$ cat src/rtl/inst_mem.sv
// rtl/inst_mem.sv - byte-addressed instruction memory with boot image and loader write port
// Optional PC fault flag when INST_MEM_ALIGN_CHECK_EN is defined.
module inst_mem #(
    parameter int MEM_BYTES = 64,
    parameter int ADDR_BITS = 6
) (
    input  logic        clk,
    input  logic        reset,
    input  logic [31:0] PC,
    output logic [31:0] Instruction_Code,
    input  logic        wr_en,
    input  logic [31:0] wr_addr,
    input  logic [31:0] wr_data
`ifdef INST_MEM_ALIGN_CHECK_EN
    ,
    output logic        instr_fault
`endif
);

    logic [7:0]           mem [MEM_BYTES];
    logic [ADDR_BITS-1:0] rd_idx [4];
    logic [ADDR_BITS-1:0] wr_base;

    function automatic logic [7:0] boot_byte(input int unsigned i);
        logic [31:0] word;
        case (i >> 2)
            0:       word = 32'h009403B3;
            1:       word = 32'h41348433;
            2:       word = 32'h0094F533;
            3:       word = 32'h0094E5B3;
            default: word = 32'h00000013;
        endcase
        return word[8*i[1:0] +: 8];
    endfunction

    assign wr_base = {wr_addr[ADDR_BITS-1:2], 2'b00};

    // Reset wins over a coincident write because it is checked first.
    always_ff @(posedge clk or posedge reset) begin
        if (reset) begin
            for (int i = 0; i < MEM_BYTES; i++) begin
                mem[i] <= boot_byte(i);
            end
        end else if (wr_en) begin
            mem[wr_base | ADDR_BITS'(0)] <= wr_data[7:0];
            mem[wr_base | ADDR_BITS'(1)] <= wr_data[15:8];
            mem[wr_base | ADDR_BITS'(2)] <= wr_data[23:16];
            mem[wr_base | ADDR_BITS'(3)] <= wr_data[31:24];
        end
    end

    // Index arithmetic is ADDR_BITS wide, so PC+k wraps modulo MEM_BYTES.
    always_comb begin
        for (int k = 0; k < 4; k++) begin
            rd_idx[k] = PC[ADDR_BITS-1:0] + ADDR_BITS'(k);
        end
    end

    assign Instruction_Code = {mem[rd_idx[3]], mem[rd_idx[2]], mem[rd_idx[1]], mem[rd_idx[0]]};

`ifdef INST_MEM_ALIGN_CHECK_EN
    assign instr_fault = (PC[1:0] != 2'b00) || (PC[31:ADDR_BITS] != '0);
`endif

    logic unused_bits;
    assign unused_bits = &{1'b0, PC[31:ADDR_BITS], wr_addr[31:ADDR_BITS], wr_addr[1:0]};

endmodule

$ cat config.mk
export PLATFORM = sky130hd
export DESIGN_NAME = inst_mem
export DESIGN_NICKNAME = d
export VERILOG_FILES = /design/src/rtl/inst_mem.sv
export SDC_FILE = /design/constraint.sdc
export NUM_CORES = 2
export LEC_CHECK = 0
export BUFFER_PORTS_ARGS = -buffer_cell sky130_fd_sc_hd__buf_2
export CELL_PAD_IN_SITES_DETAIL_PLACEMENT = 0
export CELL_PAD_IN_SITES_GLOBAL_PLACEMENT = 1
export CORE_MARGIN = 8
export CORE_UTILIZATION = 54
export DETAILED_ROUTE_END_ITERATION = 8
export PLACE_DENSITY_LB_ADDON = 0.12
export SLEW_MARGIN = 20
export SYNTH_ARGS = -nofsm -noshare
export SYNTH_HDL_FRONTEND = slang
export SYNTH_SLANG_ARGS = --single-unit
$ cat constraint.sdc
create_clock -name clk -period 20.1 [get_ports clk]
set_input_delay 1.005 -clock clk [delete_from_list [all_inputs] [get_ports clk]]
set_output_delay 1.005 -clock clk [all_outputs]
set_load 0.02 [all_outputs]
* Word-level counts from Yosys, hierarchy flattened
Cells that the tools add are included.
Operators by class: $add $sub $neg 3, multipliers 0, div/mod/pow operators 0, $lt $le $gt $ge 12, eq/ne operators 0, shift-type cells 0, mux-type cells 24, bitwise gates (word level) 8, reduce and logical (&&, ||, !) cells 4
Operator list (number):
- $bwmux 512 | 4
- $bmux 8 s6 | 4
- $demux 8 s6 | 4
- $mux 8 | 12
- $ge 7x7->1 const B | 8
- $not 6->7 | 8
- $lt 7x1->1 const B | 4
- $add 6x2->6 const B | 2
- $add 6x1->6 const B | 1
- $logic_and 1x1->1 | 4
Word-level totals: bits in registers 512, latch bits 0, RAM bits 0, memory bits (read-only) 0, output and inout bits 32, logic and storage cells 115, memories kept 0

* Longest topological paths before layout
depth in word-level cells 9, depth in mapped cells 16

* Worst setup path after synthesis
No wires, ideal clock.
kind input -> output, start point input PC[0], end point output Instruction_Code[29], arrival time 4.061 ns, required time 19.095 ns, setup slack 15.034 ns, cell stages on the path 14, buffers on the path 8, cell sequence buf_6 > buf_6 > buf_6 > inv_2 > buf_2 > buf_2 > ha_1 > buf_2 > buf_4 > buf_1 > mux4_2 > mux4_2 > o221ai_1 > o21ai_1
Between the ends: longest elaborated chain between the ends 5
RTL lines:
- from (decl) | line 9 | input logic [31:0] PC,
- $add 6x2->6 | line 55 | rd_idx[k] = PC[ADDR_BITS-1:0] + ADDR_BITS'(k);
- $not 6->7 (not written as such) | line 59 | assign Instruction_Code = {mem[rd_idx[3]], mem[rd_idx[2]], mem[rd_idx[1]], mem[rd_idx[0]]};
- $bmux 8 s6 | line 59
- $mux 8 (not written as such) (2 in series) | line 59
- to (decl) | line 10 | output logic [31:0] Instruction_Code,
No other way between the ends. The select of a mux whose other input is x is not followed.

* Worst setup path after layout
start point input PC[1], end point output Instruction_Code[29]
The elaborated chain is that of the path after synthesis.

==> impl_metrics.toml <==
[power_and_ir_drop]
p_sw_mw = 1.28
pwr-share-seq = 0.399
sw_frac_of_total = 0.319
power-per-cell-area_nw_per_um2 = 103
total_power_mw = 4.01
ir_drop_v = 0.0000750
power_frac_clock = 0.279
leakage_nw = 15.1
internal_power_mw = 2.73
combPwrFrac = 0.321

[routing]
vias_per_cell = 7.52
drt_pre_antenna_iters = 6
ant_nets = 0
post_drt_wl_per_cell_um = 35.4
drt_iter0_drc = 2671
wirelength_mm = 118
drc = 0
vias = 25000

[sta]
worst_pin_slew_ns = 1.20
min_period_ns = 6.98
hold_viol_final = 0
slew_violations = 0
setup_viol = 0
setup-tns-final_ns = 0
min_period_over_period = 0.347
slew_headroom = 0.196
rsz0062_at_grt = "no"
clock_skew_ns = 0
max_freq_mhz = 143

[cts]
post_cts_buffers = 0
clockBufferDepth = 3
post_cts_resized = 0
path_clk_slew_ns = 0.06
cts_max_level = 2
cts-root-buf = "clkbuf_16"
cts-buffers-inserted = 59
hold_buffers = 0
clk-insertion-delay-late_ns = 0.61
cts_num_sinks = 512
cts_tree = "built"

[setup_path]
reg2reg_to = "mem[463]"
path_cells = "buf_8 -> buf_4 -> ha_1 -> a21oi_2 -> xnor2_2 -> buf_4 -> mux4_2 -> o221ai_1 -> o21ai_1 -> buf_2"
critical_path_peak_fanout = 63
path_common_cell = "buf_4"
cpMaxStageDelayCell = "buf_4"
reg2reg_from = "mem[463]"
start_kind = "primary input"
critPathRequiredTime_ns = 19.09
worst_path_dominant_cell_family = "buffers and inverters"
worstPathArrival_ns = 5.97
r2r_slack_ns = 19.23
end_kind = "output pin"
r2r_cells = 1
slowest_delay_ns = 0.88
crit_type = "primary input to output pin"
critPathBufInv = 4
crit_start = "PC[1]"

[logic_synthesis]
seq_area_frac_synth = 0.358
synthArstFlopShare = 1.00
netlist_top_cells_area = "mux4_2 (33%), dfrtp_1 (30%), mux2_2 (15%)"
synthesis.nets = 2553
ys_types = 59
synth-seq-cells = 512
synth-edff-count = 0
syn_area_sq_um = 36100
syn_area_per_cell_sq_um = 14.7
synthCells = 2450
ys.flop_type = "dfrtp_1"
yosys_warnings = 0
yosys.area.top_type = "mux4_2"
yosysMostFrequentCell = "mux4_2"
synthTopCellsByCount = "mux4_2 (523), mux2_2 (468), dfrtp_1 (429), nand2_1 (194), mux2i_1 (112)"
synthDominantCellAreaShare = 0.326

[run]
timing.max_cap.violations = 0

[floorplanning]
dieWidth_um = 274
coreArea_sq_um = 66000
fp-row-count = 94
pin_count = 131
fp.dieH_um = 274
die_area_sq_um = 75300
start_util = 0.547

[global_route]
grt_max_degree = 169
grt_pass1_vias = 25300
track_usage = 0.317
grt_overflow = 0
antenna_found_initial = 16
grt_pass1_wl_mm = 177

[layout]
largestRegisters = "mem: 512 flops"
regMostFlops = "mem"
largest_reg_flops = 512
area_delta_synth_final_pct = 7.83
finalNonFillerCells = 3320
fin_util = 0.590
fin_area_sq_um = 38900
drive_gt1_frac = 0.554
final_net_count = 2503

[placed_design]
dpl_cell_area_sq_um = 36900
place_congestion = 0.876
dpl.hpwl_mm = 72.3
io_buffer_count = 76
dpl.cell_count = 3202

[min_path]
hold_path_class = "primary input to asynchronous set/reset pin"

[run_status]
status = "finished clean"
## worst max-delay path by stage
stage	endpoint	cells past startpoint	slack [ns]
global route	Instruction_Code[9]	9	12.78
finish	Instruction_Code[29]	10	13.12
global placement	Instruction_Code[27]	10	13.19
detailed placement	Instruction_Code[27]	10	13.14
CTS	Instruction_Code[27]	10	13.15
floorplan	mem[0]	1	4.93
## cell families (layout without fill, tap and decap cells)
| group | Yosys count | in the layout | share of synthesized area |
|---|---|---|---|
| compound gates | 184 | 184 | 0.0344 |
| xor+xnor | 23 | 23 | 0.00870 |
| fa+ha+maj | 4 | 4 | 0.00139 |
| buf+inv | 260 | 253 | 0.0412 |
| flops | 512 | 512 | 0.358 |
| mux | 1152 | 1152 | 0.519 |
| other cells | 0 | 13 | 0 |
| simple gates | 315 | 315 | 0.0374 |
## cell usage in the layout, fill, tap and decap left out, types with 12 or more instances in the layout
cell       instances
mux4_2           523
buf_4             63
clkbuf_16         59
o21ai_1           27
diode_2           13
o221ai_1          13
dfstp_2           83
clkbuf_1          12
nand2_1          193
buf_2             73
mux2_1            49
a31oi_1           25
nor2_1            18
dfrtp_1          429
o22ai_1           20
mux2_2           468
a21oi_1           25
nand3_1           57
mux2i_1          112
clkinv_2          13
## layer usage
| layer | global-route usage | wire [um] | vias up |
|---|---|---|---|
| met1 | 0.430 | 45500 | 13400 |
| li1 | - | - | 9814 |
| met3 | 0.0775 | 12300 | 295 |
| met2 | 0.489 | 54300 | 1449 |
| met5 | 0 | 0 | - |
| met4 | 0.130 | 5590 | 0 |
## power groups by stage
stage | sequential [mW] | clock [mW] | combinational, mW
final | 1.60 | 1.12 | 1.29
after global placement | 1.58 | 0 | 1.26
after detailed placement | 1.60 | 0 | 1.28
after floorplan | 1.49 | 0 | 1.02
after CTS | 1.59 | 1.14 | 1.29
after global routing | 1.64 | 1.18 | 1.36
## layout make-up
type	count	area [sq um]
flip-flops and latches	512	12900
clock inverters	27	375
inverters	6	30.0
diodes	13	32.5
multi-input cells	1678	21900
well taps	864	1080
clock buffers	77	1600
fillers	5142	27100
repair buffers	143	960
## through the flow
stage               hold slack [ns]  setup WS [ns]
global placement              0.529          13.19
finish                        0.484          13.12
CTS                           0.530          13.15
detailed placement            0.540          13.14
global route                  0.558          12.78
floorplan                     0.510           4.93
Note: power is estimated with default switching activity, not from simulation.
